### config.mk
export PLATFORM = sky130hd
export DESIGN_NAME = serial_cascade_comparator
export DESIGN_NICKNAME = d
export VERILOG_FILES = /design/src/rtl/serial_cascade_comparator.sv
export SDC_FILE = /design/constraint.sdc
export NUM_CORES = 1
export LEC_CHECK = 0
export CORE_MARGIN = 1.5
export CORE_UTILIZATION = 41
export CTS_CLUSTER_DIAMETER = 50
export DETAILED_ROUTE_END_ITERATION = 10
export GPL_ROUTABILITY_DRIVEN = 0
export PLACE_DENSITY = 0.67
export RECOVER_POWER = 50
export SLEW_MARGIN = 20
export SYNTH_ARGS = -nofsm -noshare
export SYNTH_HDL_FRONTEND = slang
export SYNTH_SLANG_ARGS = --single-unit
### constraint.sdc
create_clock -name clk -period 3.6 [get_ports clk]
set_clock_uncertainty 0.05 [all_clocks]
set_input_delay 0.72 -clock clk [delete_from_list [all_inputs] [get_ports clk]]
set_output_delay 0.72 -clock clk [all_outputs]
set_load 0.05 [all_outputs]
### src/rtl/serial_cascade_comparator.sv
// Nibble-serial unsigned magnitude comparator with cascade inputs, processed LSB nibble first.
// Result and done arrive WIDTH/4 cycles after the start is accepted; start is ignored while busy.
module serial_cascade_comparator #(
    parameter int WIDTH = 16
) (
    input  logic             clk,
    input  logic             rst_n,
    input  logic             start,
    input  logic [WIDTH-1:0] A,
    input  logic [WIDTH-1:0] B,
    input  logic             cas_lt,
    input  logic             cas_gt,
    input  logic             cas_eq,
    output logic             busy,
    output logic             done,
    output logic             lt,
    output logic             gt,
    output logic             eq
);

    localparam int NIB = WIDTH / 4;
    localparam int IW  = (NIB > 1) ? $clog2(NIB) : 1;

    typedef enum logic {
        IDLE = 1'b0,
        RUN  = 1'b1
    } state_t;

    state_t           r_state;
    state_t           w_next;
    logic [WIDTH-1:0] r_a;
    logic [WIDTH-1:0] r_b;
    logic             r_slt;
    logic             r_sgt;
    logic             r_seq;
    logic [IW-1:0]    r_idx;
    logic             r_done;
    logic             r_lt;
    logic             r_gt;
    logic             r_eq;

    logic             w_accept;
    logic             w_last;
    logic [3:0]       w_a_nib;
    logic [3:0]       w_b_nib;
    logic             w_nlt;
    logic             w_ngt;
    logic             w_neq;

    // Operands shift right each RUN cycle, so the current nibble is always in the low bits.
    assign w_a_nib = r_a[3:0];
    assign w_b_nib = r_b[3:0];
    assign w_last  = (r_idx == IW'(NIB - 1));

    always_comb begin
        w_nlt = r_slt;
        w_ngt = r_sgt;
        w_neq = r_seq;
        if (w_a_nib > w_b_nib) begin
            w_nlt = 1'b0;
            w_ngt = 1'b1;
            w_neq = 1'b0;
        end else if (w_a_nib < w_b_nib) begin
            w_nlt = 1'b1;
            w_ngt = 1'b0;
            w_neq = 1'b0;
        end
    end

    always_ff @(posedge clk or negedge rst_n) begin
        if (!rst_n) begin
            r_state <= IDLE;
        end else begin
            r_state <= w_next;
        end
    end

    always_comb begin
        w_next = r_state;
        case (r_state)
            IDLE:    if (start) w_next = RUN;
            RUN:     if (w_last) w_next = IDLE;
            default: w_next = IDLE;
        endcase
    end

    always_comb begin
        busy     = (r_state == RUN);
        w_accept = (r_state == IDLE) && start;
    end

    always_ff @(posedge clk or negedge rst_n) begin
        if (!rst_n) begin
            r_a   <= '0;
            r_b   <= '0;
            r_slt <= 1'b0;
            r_sgt <= 1'b0;
            r_seq <= 1'b0;
            r_idx <= '0;
        end else if (w_accept) begin
            r_a   <= A;
            r_b   <= B;
            r_slt <= cas_lt;
            r_sgt <= cas_gt;
            r_seq <= cas_eq;
            r_idx <= '0;
        end else if (r_state == RUN) begin
            r_a   <= r_a >> 4;
            r_b   <= r_b >> 4;
            r_slt <= w_nlt;
            r_sgt <= w_ngt;
            r_seq <= w_neq;
            r_idx <= w_last ? '0 : r_idx + 1'b1;
        end
    end

    // Results hold their value between compares; only the final nibble edge updates them.
    always_ff @(posedge clk or negedge rst_n) begin
        if (!rst_n) begin
            r_done <= 1'b0;
            r_lt   <= 1'b0;
            r_gt   <= 1'b0;
            r_eq   <= 1'b0;
        end else begin
            r_done <= (r_state == RUN) && w_last;
            if ((r_state == RUN) && w_last) begin
                r_lt <= w_nlt;
                r_gt <= w_ngt;
                r_eq <= w_neq;
            end
        end
    end

    assign done = r_done;
    assign lt   = r_lt;
    assign gt   = r_gt;
    assign eq   = r_eq;

endmodule
==> impl_results.md <==
* Status: complete, no violations
* Hold_buf cts at 0
* First-pass GRT wire length at 6.18 mm
* Synth Warn # at 0
* CP max stage delay at 790 ps
* WP data arrival at 1440 ps
* Die width at 72.6 µm
* Total nets after synthesis at 227
* Seq cells post-synth at 42
* Antenna Nets Post-Route at 0
* Post-Syn Area at 1990 µm²
* Max_cap viols at 0
* Antenna violations before repair at 0
* Initial DRT Pass Iterations at 4
* Leak Pwr at 1.15 nW
* Setup crit end: busy
* Clock buffer count from CTS at 5
* Global route total overflow at 0
* Fin nets at 267
* Final WS setup at 1390 ps
* Vias after detailed routing at 1390
* CTS tree: done
* Tcrit/Tclk final at 61.5%
* Rows at 25
* Reg-to-reg setup timing slack at 1520 ps
* Critical R2R Launch: busy$_DFF_PN0_
* DRC violations left at 0
* PortBufs at 42
* Postcts setup bufs at 0
* Latest clock arrival within the worst-skew pair at 290 ps
* Worst-margin pin slew at 1170 ps
* Final instance area at 2460 µm²
* Filler instances at 440
* Setup crit start kind: flop
* Post-synth cell types at 23
* Post-Syn Instances at 184
* Routed WL at 3.70 mm
* FF-to-FF path depth at 5
* Worst Setup SP: busy$_DFF_PN0_
* Area growth from synthesis to layout at 23.7%
* Starting DRT DRC Count at 71
* Dpl ws at 1390 ps
* Clock Pin Slew Worst Setup and Hold Paths at 70 ps
* Int Power at 0.00103 W
* Slowest CP cell: clkdlybuf4s50_1
* Ports at 43
* WS Path Type: reg -> out
* Post-CTS Resized at 0
* Multi-input logic area at 810 µm²
* Seq/Total Area, Yosys at 52.9%
* Share of cells above drive strength 1 at 4.89%
* Final hold viol count at 0
* GRT Total Usage at 15.8%
* HP Class: reg -> reg
* Setup violators final at 0
* WP buf/inv at 1
* Crit. End Element: output pin
* FF/Latch Area at 1050 µm²
* Peak supply drop at 671 µV
* Clock sink count at 42
* Clock power share at 17.2%
* Slew HR at 22.0%
* H-tree depth at 2
* Minimum clock period at 2210 ps
* Maximum fanout along the worst path at 2
* Crit path cell chain: clkdlybuf4s50_1
* Crit-path leading delay family: buffers and inverters
* Net Switching at 0.000624 W
* Vias/cell at 4.98
* Unrepaired setup endpoints after global routing: no
* Root Buffer Master: clkbuf_8
* Crit path required time at 2830 ps
* Post-Place Cell Area at 2380 µm²
* Vias in the first global route at 1283
* Synth Area per Inst at 10.8 µm²
* Crit. path cell count at 1
* Post-DP HPWL at 2.44 mm
* Deepest clock path buffer count at 2
* Core footprint at 4690 µm²
* Fin. max-slew vios at 0
* Wirelength per Cell at 13.3 µm
* Switch share at 37.6%
* Max Freq at 0.452 GHz
* Setup TNS at 0 ps
* Gate power share at 39.3%
* Power Density at 674 nW/µm²
* Die Y-Extent at 72.6 µm
* R2R Path End: eq$_DFFE_PN0P_
* Seq pwr share at 43.5%
* DIE AREA at 5270 µm²
* Initial Util at 42.3%
* Antenna diode count at 0
* Pin count of the biggest net entering global routing at 68
cell usage in the layout (no fill, tap or decap), drive strengths merged:
cell            n
dfrtp          42
clkdlybuf4s50  40
mux2i          35
nand2          29
o21ai          29
nor2           11
clkbuf          9
inv             7
ha              5
buf             3
a21oi           2
a31oi           2
o22ai           2
nand3           2
a22o            2
and4            1
and2b           1
a211oi          1
o21a            1
nand4           1
cells by family after synthesis:
kind of cell,share of synthesized area [%]
flip-flops,52.9
AND/OR/NAND/NOR,9.26
multiplexers,17.6
AO/OA/AOI/OAI,10.7
adder cells (fa/ha/maj),3.15
buffers and inverters,6.36
flip-flops by register name, summed over array words and instances, names as in the netlist:
name   count
r_a       16
r_b       16
r_idx      2
busy       1
done       1
eq         1
gt         1
lt         1
r_seq      1
r_sgt      1
r_slt      1
worst min path at each step:
| stage | cells after the start | start | end |
|---|---|---|---|
| after floorplan | 0 | rst_n | busy$_DFF_PN0_ |
| after global placement | 2 | r_b[11]$_DFFE_PN0P_ | r_b[7]$_DFFE_PN0P_ |
| after detailed placement | 2 | r_b[11]$_DFFE_PN0P_ | r_b[7]$_DFFE_PN0P_ |
| after CTS | 2 | r_b[11]$_DFFE_PN0P_ | r_b[7]$_DFFE_PN0P_ |
| after global routing | 2 | eq$_DFFE_PN0P_ | eq$_DFFE_PN0P_ |
| final | 2 | r_b[11]$_DFFE_PN0P_ | r_b[7]$_DFFE_PN0P_ |
worst register-to-register path, stage by stage (launching register included):
cell and delay, ps:
dfrtp_2 360, clkbuf_2 870, nand2_1 290, inv_1 200
nand3_1 90, o21ai_0 140
per-stage QoR:
step | hold slack (ps) | utilization [%] | std cells | total power (W)
finish | 434 | 52.4 | 279 | 0.00166
global route | 447 | 52.4 | 279 | 0.00180
CTS | 438 | 52.5 | 279 | 0.00168
detailed placement | 418 | 50.7 | 271 | 0.00139
global placement | 411 | 50.7 | 271 | 0.00136
floorplan | 374 | - | 184 | 0.00121
cells in the mapped netlist:
cell type  count  area [µm²]
dfrtp_1       42        1050
mux2i_1       35         350
nand2_1       29         109
o21ai_1       18        90.1
nor2_1        11        41.3
o21ai_0       11        55.1
inv_1          7        26.3
buf_2          6        30.0
ha_1           5        62.6
a21oi_1        2        10.0
a22o_1         2        17.5
a31oi_1        2        12.5
buf_12         2        40.0
nand3_1        2        10.0
o22ai_1        2        12.5
a211oi_1       1        7.51
and2b_2        1        8.76
and4_1         1        8.76
buf_6          1        11.3
buf_8          1        15.0
clkbuf_1       1        3.75
nand4_1        1        6.26
o21a_1         1        7.51
routing by layer:
| metal | GRT usage [%] | wire length (µm) | vias to the layer above |
|---|---|---|---|
| met3 | 4.14 | 172 | 4 |
| met1 | 22.2 | 1810 | 643 |
| met4 | 6.92 | 68 | 0 |
| li1 | - | - | 714 |
| met2 | 23.1 | 1650 | 29 |
| met5 | 0 | 0 | - |
power by group through the flow:
stage	Combinational, W	Clock [W]	Sequential, W
2_1_floorplan	0.000429	0	0.000779
3_3_place_gp	0.000641	0	0.000724
3_5_place_dp	0.000658	0	0.000727
4_1_cts	0.000660	0.000298	0.000722
5_1_grt	0.000732	0.000322	0.000741
6_report	0.000651	0.000285	0.000721
layout make-up:
cell class	count	share of cell area, %
Inverter	7	1.07
Tap cell	54	2.75
Timing Repair Buffer	44	17.2
Sequential cell	42	42.8
Clock buffer	8	3.26
Multi-Input combinational cell	124	32.9
Power figures use the tool's default switching activity.
